## config.mk

```make
export PLATFORM = sky130hd
export DESIGN_NAME = divider_ctrl
export DESIGN_NICKNAME = d
export VERILOG_FILES = /design/src/rtl/divider_ctrl.sv
export SDC_FILE = /design/constraint.sdc
export NUM_CORES = 1
export LEC_CHECK = 0
export ABC_AREA = 1
export ABC_CLOCK_PERIOD_IN_PS = 2700
export CAP_MARGIN = 40
export CORE_ASPECT_RATIO = 1.2
export CORE_MARGIN = 8
export CORE_UTILIZATION = 50
export CTS_CLUSTER_SIZE = 30
export DETAILED_ROUTE_END_ITERATION = 10
export PLACE_DENSITY = 0.82
export SLEW_MARGIN = 10
export SYNTH_ARGS = -nofsm -noshare
export SYNTH_HDL_FRONTEND = slang
export SYNTH_SLANG_ARGS = --single-unit
```

## constraint.sdc

```tcl
create_clock -name clk -period 2.7 [get_ports clk]
set_input_delay 0.675 -clock clk [delete_from_list [all_inputs] [get_ports clk]]
set_output_delay 0.675 -clock clk [all_outputs]
set_load 0.02 [all_outputs]
```

## src/rtl/divider_ctrl.sv

```systemverilog
// Programmable clock-enable divider: one-cycle y pulse every div_r cycles, with
// run/pause/idle sequencing, ratio configuration and a sticky error state.
module divider_ctrl #(
  parameter int DIV_W     = 4,
  parameter int RESET_DIV = 3
) (
  input  logic             clk,
  input  logic             reset,
  input  logic             cfg_valid,
  input  logic [DIV_W-1:0] cfg_div,
  output logic             cfg_ready,
  input  logic             start,
  input  logic             stop,
  output logic             y,
  output logic [1:0]       state,
  output logic [7:0]       period_cnt,
  output logic             err
);

  // state | meaning
  // IDLE  | stopped, ratio may be configured, start begins a fresh count
  // RUN   | dividing, y pulses when ph==0, configuration locked out
  // PAUSE | frozen mid-period, ph and period_cnt held, ratio may be changed
  // ERR   | last offered ratio was below 2, waits for a valid ratio
  typedef enum logic [1:0] {
    ST_IDLE  = 2'b00,
    ST_RUN   = 2'b01,
    ST_PAUSE = 2'b10,
    ST_ERR   = 2'b11
  } state_t;

  localparam logic [DIV_W-1:0] MIN_DIV = DIV_W'(2);
  localparam logic [DIV_W-1:0] RST_DIV = DIV_W'(RESET_DIV);

  state_t           state_q, state_d;
  logic [DIV_W-1:0] div_q, div_d;
  logic [DIV_W-1:0] ph_q, ph_d;
  logic [7:0]       cnt_q, cnt_d;
  logic             cfg_acc;
  logic             cfg_ok;
  logic             ph_last;

  assign cfg_acc = cfg_valid && (state_q != ST_RUN);
  assign cfg_ok  = (cfg_div >= MIN_DIV);
  assign ph_last = (ph_q == div_q - 1'b1);

  always_comb begin
    state_d = state_q;
    div_d   = div_q;
    ph_d    = ph_q;
    cnt_d   = cnt_q;
    if (cfg_acc) begin
      // an accepted cfg consumes the cycle: start/stop are ignored
      if (cfg_ok) begin
        div_d = cfg_div;
        if (state_q == ST_ERR) state_d = ST_IDLE;
      end else begin
        state_d = ST_ERR;
      end
    end else begin
      case (state_q)
        ST_IDLE: begin
          if (!stop && start) begin
            state_d = ST_RUN;
            ph_d    = '0;
            cnt_d   = '0;
          end
        end
        ST_RUN: begin
          if (stop) begin
            state_d = ST_PAUSE;
          end else if (ph_last) begin
            ph_d  = '0;
            cnt_d = cnt_q + 8'd1;
          end else begin
            ph_d = ph_q + 1'b1;
          end
        end
        ST_PAUSE: begin
          if (stop) begin
            state_d = ST_IDLE;
          end else if (start) begin
            state_d = ST_RUN;
            // ratio may have shrunk below the held phase while paused
            if (ph_q >= div_q) ph_d = '0;
          end
        end
        default: ;
      endcase
    end
  end

  always_ff @(posedge clk or negedge reset) begin
    if (!reset) begin
      state_q <= ST_IDLE;
      div_q   <= RST_DIV;
      ph_q    <= '0;
      cnt_q   <= '0;
    end else begin
      state_q <= state_d;
      div_q   <= div_d;
      ph_q    <= ph_d;
      cnt_q   <= cnt_d;
    end
  end

  assign cfg_ready  = (state_q != ST_RUN);
  assign y          = (state_q == ST_RUN) && (ph_q == '0);
  assign err        = (state_q == ST_ERR);
  assign state      = state_q;
  assign period_cnt = cnt_q;

endmodule

```

==> impl_results.md, run 1 <==
- Status: complete, no violations
- Count of final hold-check violations: 0
- VDD IR-drop max: 0.7453 mV
- DP Area: 1558 sq um
- Fraction of synthesized area in multiplexers: 0%
- Syn Nets: 205
- Slowest cell on crit path: clkdlybuf4s50_1
- Max transition margin: 72.78%
- Setup crit start: ph_q[1]
- Fin nets: 230
- Final ANT Viol Nets: 0
- Via/cell ratio: 5.041
- Area Growth Syn to Fin: 20.80%
- Fmax: 404.3 MHz
- Critical path depth in cells: 5
- Design area: 1584 sq um
- CP endpoint kind: output pin
- Max clock buf depth: 2
- # fillers: 232
- Max Cap Violations: 0
- Worst r2r src: div_q[0]
- Tot Pwr: 1519 uW
- Distinct cells, synth: 26
- Initial Util: 51.88%
- Vias in the first global route: 1141
- Slew @ Worst Pin: 0.4070 ns
- Crit path max-delay family: buffers and inverters
- All-layer global routing usage: 12.71%
- Routability cong.: 0.8167
- CP arrival: 1.80 ns
- GRT overflow: 0
- Die width: 62.75 um
- Share of the yosys chip area belonging to registers: 34.54%
- Port bufs: 21
- Worst reg2reg setup slack: 0.87 ns
- Initial antenna violation count: 0
- Synthesized area: 1311 sq um
- Die area: 4524 sq um
- Critical path class: reg2out
- CP cell instances: inv_1 -> ha_1 -> nand3_1 -> nor2_1 -> clkdlybuf4s50_1
- Hpwl dp: 2146 um
- RSZ-0062 raised after global routing: no
- Largest family of logic cells by synthesized area: simple AND/OR/NAND/NOR gates
- Crit path buf inv count: 2
- Vias: 1235
- Clk slew on worst S/H paths: 0.11 ns
- Post-synthesis simple-gate area fraction: 40.94%
- Min cycle time layout: 2.473 ns
- First-pass GRT wire length: 4802 um
- ANT cells: 0
- Largest net degree at the start of global routing: 19
- Worst hold slack: 0.4779 ns
- Slew Limit Fails: 0
- Area share of xor/xnor cells in the synthesized design: 4.008%
- Complex-gate fraction of the synthesized area: 4.771%
- Synth Area in Adders: 7.634%
- Post_cts resized: 0
- Leak: 0.0008066 uW
- Area occupied by multi-input gates: 752.0 sq um
- Setup TNS: 0 ns
- Most frequent cells in the layout: nand2_1 (64), nand3_1 (23), inv_1 (21), clkdlybuf4s50_1 (21), nor2_1 (17)
- Drt pass-1 iters: 4
- Clock latency at the later pin of the worst-skew pair: 0.30 ns
- Cell Pwr Density: 958.7 nW/um^2
- Mean routed wirelength per cell: 11.27 um
- Routed Wire Length: 2760 um
- CTS tree: done
- Post-cts hold buffer count: 0
- Critical Path Max Stage Delay: 0.62 ns
- Ports: 22
- Post-route DRC violation count: 0
- Post CTS Setup Buffer Count: 0
- Crit path to: y
- Share of layout cells above drive strength 1: 8.962%
- Initial DRC Count: 42
- Die H: 72.10 um
- Most common cell after layout, fill and taps aside: nand2_1
- H-tree Lvls: 1
- Worst EP required: 2.03 ns
- Crit path max fanout: 6
- Setup crit start kind: flip-flop
- Final setup violation count: 0
- Register area: 452.9 sq um
- Core Area: 2527 sq um
- TritonCTS Sinks: 18
- Syn Area/Cell: 6.975 sq um
- Post-route clock period utilization: 91.61%
- Num CTS Buffers: 3
- Synth warn: 0
- CTS Root Buffer Type: clkbuf_4
- FF+latch count, synth: 18
- Worst R2R Path Depth: 9
- Syn Inst Count: 188
- Cell Rows: 20
- Max Clock Skew: 0.009543 ns
- Worst Hold Class: reg2reg
- RR Endpoint: period_cnt[1]
[registers in the layout, summed over array words and instances (netlist names)]
| signal | flops |
|---|---|
| ph_q | 4 |
| state | 2 |
| period_cnt | 8 |
| div_q | 4 |
[power by group]
part	total, uW	internal [uW]	switching (uW)
sequential	453	353	99.7
combinational	921	354	567
clock	144	57.6	86.8
[kinds of logic after synthesis]
logic type | after synthesis
AO/OA/AOI/OAI | 11
XOR/XNOR | 6
adder cells (fa/ha/maj) | 8
buffers and inverters | 27
flip-flops | 18
AND/OR/NAND/NOR | 118
[layer usage]
metal  vias up  global-route usage, %  wire length [um]
met5         -                      0                 0
met4         0                  6.091                49
met3         4                  2.465                74
met2        14                  22.47              1396
met1       574                  14.40              1238
li1        643                      -                 -
[how the worst min path moves through the flow]
stage          startpoint       end  slack [ns]  depth (start not counted)
2_1_floorplan       reset  div_q[2]        0.38                          0
3_3_place_gp     div_q[1]  div_q[1]        0.47                          2
3_5_place_dp     div_q[1]  div_q[1]        0.47                          2
4_1_cts          div_q[1]  div_q[1]        0.48                          2
5_1_grt          div_q[1]  div_q[1]        0.50                          2
6_report         div_q[1]  div_q[1]        0.48                          2
[area by class of cell]
type	instances	share of cell area, %
Multi-Input combinational cell	143	47.47
Sequential cell	18	28.59
Timing Repair Buffer	22	13.74
Inverter	25	5.924
Tap cell	33	2.607
Clock buffer	4	1.659
[synthesized netlist by cell type]
master | n | area share [%]
nor2_4 | 1 | 0.86
nor2_1 | 17 | 4.9
nand2_4 | 2 | 1.7
buf_4 | 1 | 0.57
o21ai_0 | 4 | 1.5
dfstp_2 | 2 | 4.0
nand4_1 | 1 | 0.48
o22ai_2 | 1 | 0.95
inv_2 | 4 | 1.1
ha_1 | 8 | 7.6
dfrtp_1 | 16 | 31
xnor2_1 | 3 | 2.0
xor2_1 | 3 | 2.0
nand2_2 | 2 | 0.95
nand2_1 | 64 | 18
nand3_2 | 1 | 0.76
nand3b_1 | 2 | 1.1
nor3_1 | 2 | 0.76
nor2_2 | 1 | 0.48
o21ai_1 | 2 | 0.76
inv_1 | 21 | 6.0
buf_2 | 1 | 0.38
nand3_1 | 23 | 8.8
nor3_4 | 1 | 1.2
nor3b_1 | 1 | 0.57
a21oi_1 | 4 | 1.5
[worst reg2reg max path: stages (launching register included)]
cell	delay, ns
dfstp_2	0.55
inv_1	0.06
ha_1	0.30
xnor2_1	0.13
nor2_1	0.11
nand3_2	0.15
nand2_2	0.20
nand2_4	0.11
nand2_1	0.08
nand2_1	0.04
[metrics by stage]
| step | std cells | utilization (%) | setup slack [ns] |
|---|---|---|---|
| 6_report | 245 | 62.67 | 0.2266 |
| 3_3_place_gp | 241 | 61.63 | 0.5489 |
| 3_5_place_dp | 241 | 61.63 | 0.5254 |
| 5_1_grt | 245 | 62.67 | 0.06888 |
| 2_1_floorplan | 188 | - | 0.8224 |
| 4_1_cts | 245 | 62.67 | 0.1986 |
(Power assumes the default switching activity.)
==> run 2, diff against run 1 <==
--- a/config.mk
+++ b/config.mk
@@ -6,7 +6,7 @@
 export NUM_CORES = 1
 export LEC_CHECK = 0
 export ABC_AREA = 1
-export ABC_CLOCK_PERIOD_IN_PS = 2700
+export ABC_CLOCK_PERIOD_IN_PS = 2500
 export CAP_MARGIN = 40
 export CORE_ASPECT_RATIO = 1.2
 export CORE_MARGIN = 8
@@ -14,6 +14,7 @@
 export CTS_CLUSTER_SIZE = 30
 export DETAILED_ROUTE_END_ITERATION = 10
 export PLACE_DENSITY = 0.82
+export SKIP_LAST_GASP = 1
 export SLEW_MARGIN = 10
 export SYNTH_ARGS = -nofsm -noshare
 export SYNTH_HDL_FRONTEND = slang
==> constraint.sdc (replaced) <==
create_clock -name clk -period 2.5 [get_ports clk]
set_input_delay 0.625 -clock clk [delete_from_list [all_inputs] [get_ports clk]]
set_output_delay 0.625 -clock clk [all_outputs]
set_load 0.02 [all_outputs]
==> run 2 against run 1 <==
Clock skew barely moved. Register-to-register slack got worse by 0.21 ns. Die area did not move. First-iteration DRC count fell by 29%. Sequential power rose by 8.4%. Combinational power rose by 9%. Worst setup slack got worse by 0.028 ns. Sequential cell count did not move. Sequential share of layout area barely moved. Largest cell class unchanged. Largest power group unchanged.
==> impl_results.md, run 2 (synthesized netlist as in run 1, its figures left out) <==
- Critical path depth in cells: 3 (-2)
- Crit path buf inv count: 2 (unchanged)
- Setup crit start: state[0]
- Vias in the first global route: 1093 (-4.2%)
- Hpwl dp: 2153 um (+0.31%)
- Fin nets: 230 (unchanged)
- Worst Hold Class: reg2reg
- Die width: 62.75 um (unchanged)
- Cell Pwr Density: 1035 nW/um^2 (+8.0%)
- Max Cap Violations: 0 (unchanged)
- Routability cong.: 0.8176 (+0.11%)
- Max transition margin: 72.64% (-0.14 points)
- Clock latency at the later pin of the worst-skew pair: 0.29 ns (about the same)
- RSZ-0062 raised after global routing: no
- Die H: 72.10 um (unchanged)
- Max clock buf depth: 2 (unchanged)
- Ports: 22 (unchanged)
- Crit path to: err
- Share of layout cells above drive strength 1: 8.962% (unchanged)
- First-pass GRT wire length: 4629 um (-3.6%)
- Count of final hold-check violations: 0 (unchanged)
- Final setup violation count: 0 (unchanged)
- CP arrival: 1.68 ns (-0.12 ns)
- Worst hold slack: 0.4770 ns (-0.0009270 ns)
- Crit path max-delay family: buffers and inverters
- Largest net degree at the start of global routing: 19 (unchanged)
- Via/cell ratio: 4.869 (-3.4%)
- Critical path class: reg2out
- Post-cts hold buffer count: 0 (unchanged)
- Cell Rows: 20 (unchanged)
- Routed Wire Length: 2792 um (+1.2%)
- Max Clock Skew: 0.009555 ns (+0.00001218 ns)
- RR Endpoint: period_cnt[1]
- Slowest cell on crit path: clkdlybuf4s50_1
- Initial DRC Count: 30 (-29%)
- Port bufs: 21 (unchanged)
- Mean routed wirelength per cell: 11.40 um (+1.2%)
- Post_cts resized: 0 (unchanged)
- Die area: 4524 sq um (unchanged)
- Initial antenna violation count: 0 (unchanged)
- GRT overflow: 0 (unchanged)
- CTS Root Buffer Type: clkbuf_4
- Status: complete, no violations
- Worst r2r src: div_q[0]
- VDD IR-drop max: 0.8024 mV (+7.7%)
- H-tree Lvls: 1 (unchanged)
- Final ANT Viol Nets: 0 (unchanged)
- Worst reg2reg setup slack: 0.66 ns (-0.21 ns)
- Initial Util: 51.88% (unchanged)
- ANT cells: 0 (unchanged)
- Most common cell after layout, fill and taps aside: nand2_1
- Worst R2R Path Depth: 9 (unchanged)
- CP cell instances: nand2_1 -> inv_1 -> clkdlybuf4s50_1
- Leak: 0.0008204 uW (+1.7%)
- Num CTS Buffers: 3 (unchanged)
- Setup TNS: 0 ns (unchanged)
- Max reg flops: 8 (unchanged)
- Vias: 1193 (-3.4%)
- TritonCTS Sinks: 18 (unchanged)
- Worst EP required: 1.88 ns (-0.15 ns)
- All-layer global routing usage: 12.10% (-0.61 points)
- CP endpoint kind: output pin
- Drt pass-1 iters: 4 (unchanged)
- Post CTS Setup Buffer Count: 0 (unchanged)
- Slew @ Worst Pin: 0.4090 ns (+0.002075 ns)
- Crit path max fanout: 8 (+2)
- Area Growth Syn to Fin: 20.99%
- Post-route clock period utilization: 92.05%
- Min cycle time layout: 2.301 ns
- Slew Limit Fails: 0 (unchanged)
- Clk slew on worst S/H paths: 0.09 ns (-0.02 ns)
- Critical Path Max Stage Delay: 0.62 ns (about the same)
- Fmax: 434.6 MHz
- Post-route DRC violation count: 0 (unchanged)
- Setup crit start kind: flip-flop
- Core Area: 2527 sq um (unchanged)
- CTS tree: done
- Most frequent cells in the layout: nand2_1 (64), nand3_1 (23), inv_1 (21), clkdlybuf4s50_1 (20), nor2_1 (17)
[run 2: cell types whose count changed in the layout (fill, tap and decap cells not counted), sizes merged]
cell	before	now
clkdlybuf4s50	21	20
dlymetal6s2s	0	1
[run 2: metrics by stage]
stage / setup WS (ns) / total power, uW / util [%] / area (sq um) / instances
final: 0.1988 / 1643 / 62.77 / 1587 / 245
after CTS: 0.06653 / 1653 / 62.67 / 1584 / 245
after global placement: 0.3990 / 1481 / 61.63 / 1558 / 241
after global routing: 0.1145 / 1792 / 62.77 / 1587 / 245
after floorplan: 0.6724 / 1221 / - / 1311 / 188
after detailed placement: 0.3663 / 1496 / 61.63 / 1558 / 241
[run 2: cell type report]
type,instances,area [sq um]
inverters,25,93.84
flip-flops and latches,18,452.9
well taps,33,41.29
repair buffers,22,220.2
multi-input cells,143,752.0
clock buffers,4,26.28
fillers,227,940.9
[run 2: tightest hold or removal path: stages, from the launching register on]
cell	delay, ns
dfstp_2	0.39
nand2_1	0.06
nand2_1	0.04
[run 2: worst min-delay path by stage]
stage | start | end | slack, ns | cells after the start
after global placement | div_q[1] | div_q[1] | 0.47 | 2
after global routing | div_q[1] | div_q[1] | 0.51 | 2
after floorplan | reset | div_q[2] | 0.33 | 0
after detailed placement | div_q[1] | div_q[1] | 0.47 | 2
after CTS | div_q[1] | div_q[1] | 0.48 | 2
final | div_q[1] | div_q[1] | 0.48 | 2
[run 2: where the power goes]
part	switching [uW]	internal [uW]	leakage (uW)	total, uW
registers	109	382	0.000234	491
clock network	89.2	62.0	0.0000150	151
logic	620	381	0.000571	1000
total	818	825	0.000820	1640
[run 2: per-layer routing]
| metal | GRT usage [%] | up-vias | routed length [um] |
|---|---|---|---|
| li1 | - | 638 | - |
| met1 | 14.14 | 538 | 1306 |
| met2 | 22.12 | 13 | 1409 |
| met3 | 1.387 | 4 | 45 |
| met4 | 4.569 | 0 | 31 |
| met5 | 0 | - | 0 |
==> run 3, diff against run 2 <==
--- a/config.mk
+++ b/config.mk
@@ -13,7 +13,7 @@
 export CORE_UTILIZATION = 50
 export CTS_CLUSTER_SIZE = 30
 export DETAILED_ROUTE_END_ITERATION = 10
-export PLACE_DENSITY = 0.82
+export PLACE_DENSITY_LB_ADDON = 0.15
 export SKIP_LAST_GASP = 1
 export SLEW_MARGIN = 10
 export SYNTH_ARGS = -nofsm -noshare
==> run 3 against run 2 <==
Total power increased by 0.35%. Global-route usage increased by 1.5 points. Non-clock buffer count unchanged. Fmax increased by 0.97%. Critical endpoint unchanged.
==> impl_results.md, run 3 (synthesized netlist as in run 1, its figures left out) <==
- Fmax: 438.8 MHz (+0.97%)
- All-layer global routing usage: 13.65% (+1.5 points)
- Num CTS Buffers: 3 (unchanged)
- Clock latency at the later pin of the worst-skew pair: 0.28 ns (about the same)
- Routability cong.: 0.8166 (-0.12%)
- Fin util: 62.77% (unchanged)
- # fillers: 246 (+8.4%)
- Initial Util: 51.88% (unchanged)
- Slew @ Worst Pin: 0.4038 ns (-0.005229 ns)
- H-tree Lvls: 1 (unchanged)
- Min cycle time layout: 2.279 ns (-0.02209 ns)
- Most frequent cells in the layout: nand2_1 (64), nand3_1 (23), inv_1 (21), clkdlybuf4s50_1 (20), nor2_1 (17)
- Max reg flops: 8 (unchanged)
- Final ANT Viol Nets: 0 (unchanged)
- Die width: 62.75 um (unchanged)
- CTS Root Buffer Type: clkbuf_4
- Max transition margin: 72.99% (+0.35 points)
- Largest net degree at the start of global routing: 19 (unchanged)
- Most common cell after layout, fill and taps aside: nand2_1
- First-pass GRT wire length: 5188 um (+12%)
- Critical path class: reg2out
- Initial DRC Count: 68 (+130%)
- Cell Rows: 20 (unchanged)
- Max Cap Violations: 0 (unchanged)
- Port bufs: 21 (unchanged)
- Share of layout cells above drive strength 1: 8.962% (unchanged)
- Initial antenna violation count: 0 (unchanged)
- RSZ-0062 raised after global routing: no
- Ports: 22 (unchanged)
- Status: complete, no violations
- Post-route clock period utilization: 91.16% (-0.88 points)
- Die area: 4524 sq um (unchanged)
- Hpwl dp: 2398 um (+11%)
- Count of final hold-check violations: 0 (unchanged)
- CP endpoint kind: output pin
- Fin nets: 230 (unchanged)
- Final setup violation count: 0 (unchanged)
- Area Growth Syn to Fin: 20.99% (unchanged)
- GRT overflow: 0 (unchanged)
- Worst Hold Class: reg2reg
- Leak: 0.0008204 uW (unchanged)
- Cell Pwr Density: 1039 nW/um^2 (+0.35%)
- ANT cells: 0 (unchanged)
- Crit path max fanout: 8 (unchanged)
- Setup TNS: 0 ns (unchanged)
- Mean routed wirelength per cell: 12.16 um (+6.7%)
- Slew Limit Fails: 0 (unchanged)
- Post CTS Setup Buffer Count: 0 (unchanged)
- Clk slew on worst S/H paths: 0.10 ns (about the same)
- Routed Wire Length: 2978 um (+6.7%)
- Via/cell ratio: 5.033 (+3.4%)
- CP arrival: 1.65 ns (-0.03 ns)
- Post-route DRC violation count: 0 (unchanged)
- Worst EP required: 1.88 ns (about the same)
- Vias in the first global route: 1217 (+11%)
- Max clock buf depth: 2 (unchanged)
- Die H: 72.10 um (unchanged)
- VDD IR-drop max: 0.5915 mV (-26%)
- TritonCTS Sinks: 18 (unchanged)
- Max Clock Skew: 0.001753 ns (-0.007802 ns)
- CTS tree: done
- Setup crit start kind: flip-flop
- Drt pass-1 iters: 4 (unchanged)
- Core Area: 2527 sq um (unchanged)
- Vias: 1233 (+3.4%)
[run 3: cell counts in the layout (fill, tap and decap cells not counted)]
Identical to the previous run, type by type.
[run 3: worst paths after layout]
check | slack, ns | end | cells past startpoint | startpoint
max reg2reg | 0.64 | period_cnt[5] | 9 | div_q[0]
min reg2reg | 0.50 | div_q[1] | 2 | div_q[1]
min in group asynchronous | 0.66 | state[1] | 2 | reset
max | 0.22 | err | 3 | state[0]
max in group asynchronous | 1.58 | div_q[0] | 2 | reset
min | 0.50 | div_q[1] | 2 | div_q[1]
[run 3: layout make-up]
type	count	area [sq um]	area share [%]
well taps	33	41.29	2.603
clock buffers	4	26.28	1.656
repair buffers	22	220.2	13.88
multi-input cells	143	752.0	47.40
flip-flops and latches	18	452.9	28.55
inverters	25	93.84	5.915
[run 3: layer usage]
metal / vias up / track usage [%] / routed length (um)
li1: 643 / - / -
met1: 570 / 15.12 / 1251
met2: 18 / 26.61 / 1647
met3: 2 / 2.003 / 65
met4: 0 / 3.046 / 13
met5: - / 0 / 0
[run 3: power by group]
part           internal, uW  leakage [uW]  total (uW)  switching [uW]
Sequential              382      0.000234         491             110
Combinational           383      0.000571        1010             624
Clock                  61.9     0.0000150         150            88.1
[run 3: timing repair]
| action | CTS | global route |
|---|---|---|
| endpoints found under the hold margin | 0 | 0 |
| resized for setup | 0 | 1 |
| endpoints found under the setup margin | 0 | 1 |
| hold buffers | 0 | 0 |
[run 3: worst max-delay path, stage by stage (launching register included)]
cell and delay (ns):
dfrtp_1 0.55, nand2_1 0.09, inv_1 0.11, clkdlybuf4s50_1 0.62
[run 3: through the flow]
stage	std cells	hold slack (ns)	cell area, sq um	power [uW]	setup slack, ns
6_report	245	0.4994	1587	1648	0.2209
5_1_grt	245	0.5151	1587	1817	0.1171
4_1_cts	245	0.5100	1584	1671	0.08044
3_5_place_dp	241	0.4937	1558	1517	0.3666
3_3_place_gp	241	0.4684	1558	1474	0.4020
2_1_floorplan	188	0.3294	1311	1221	0.6724
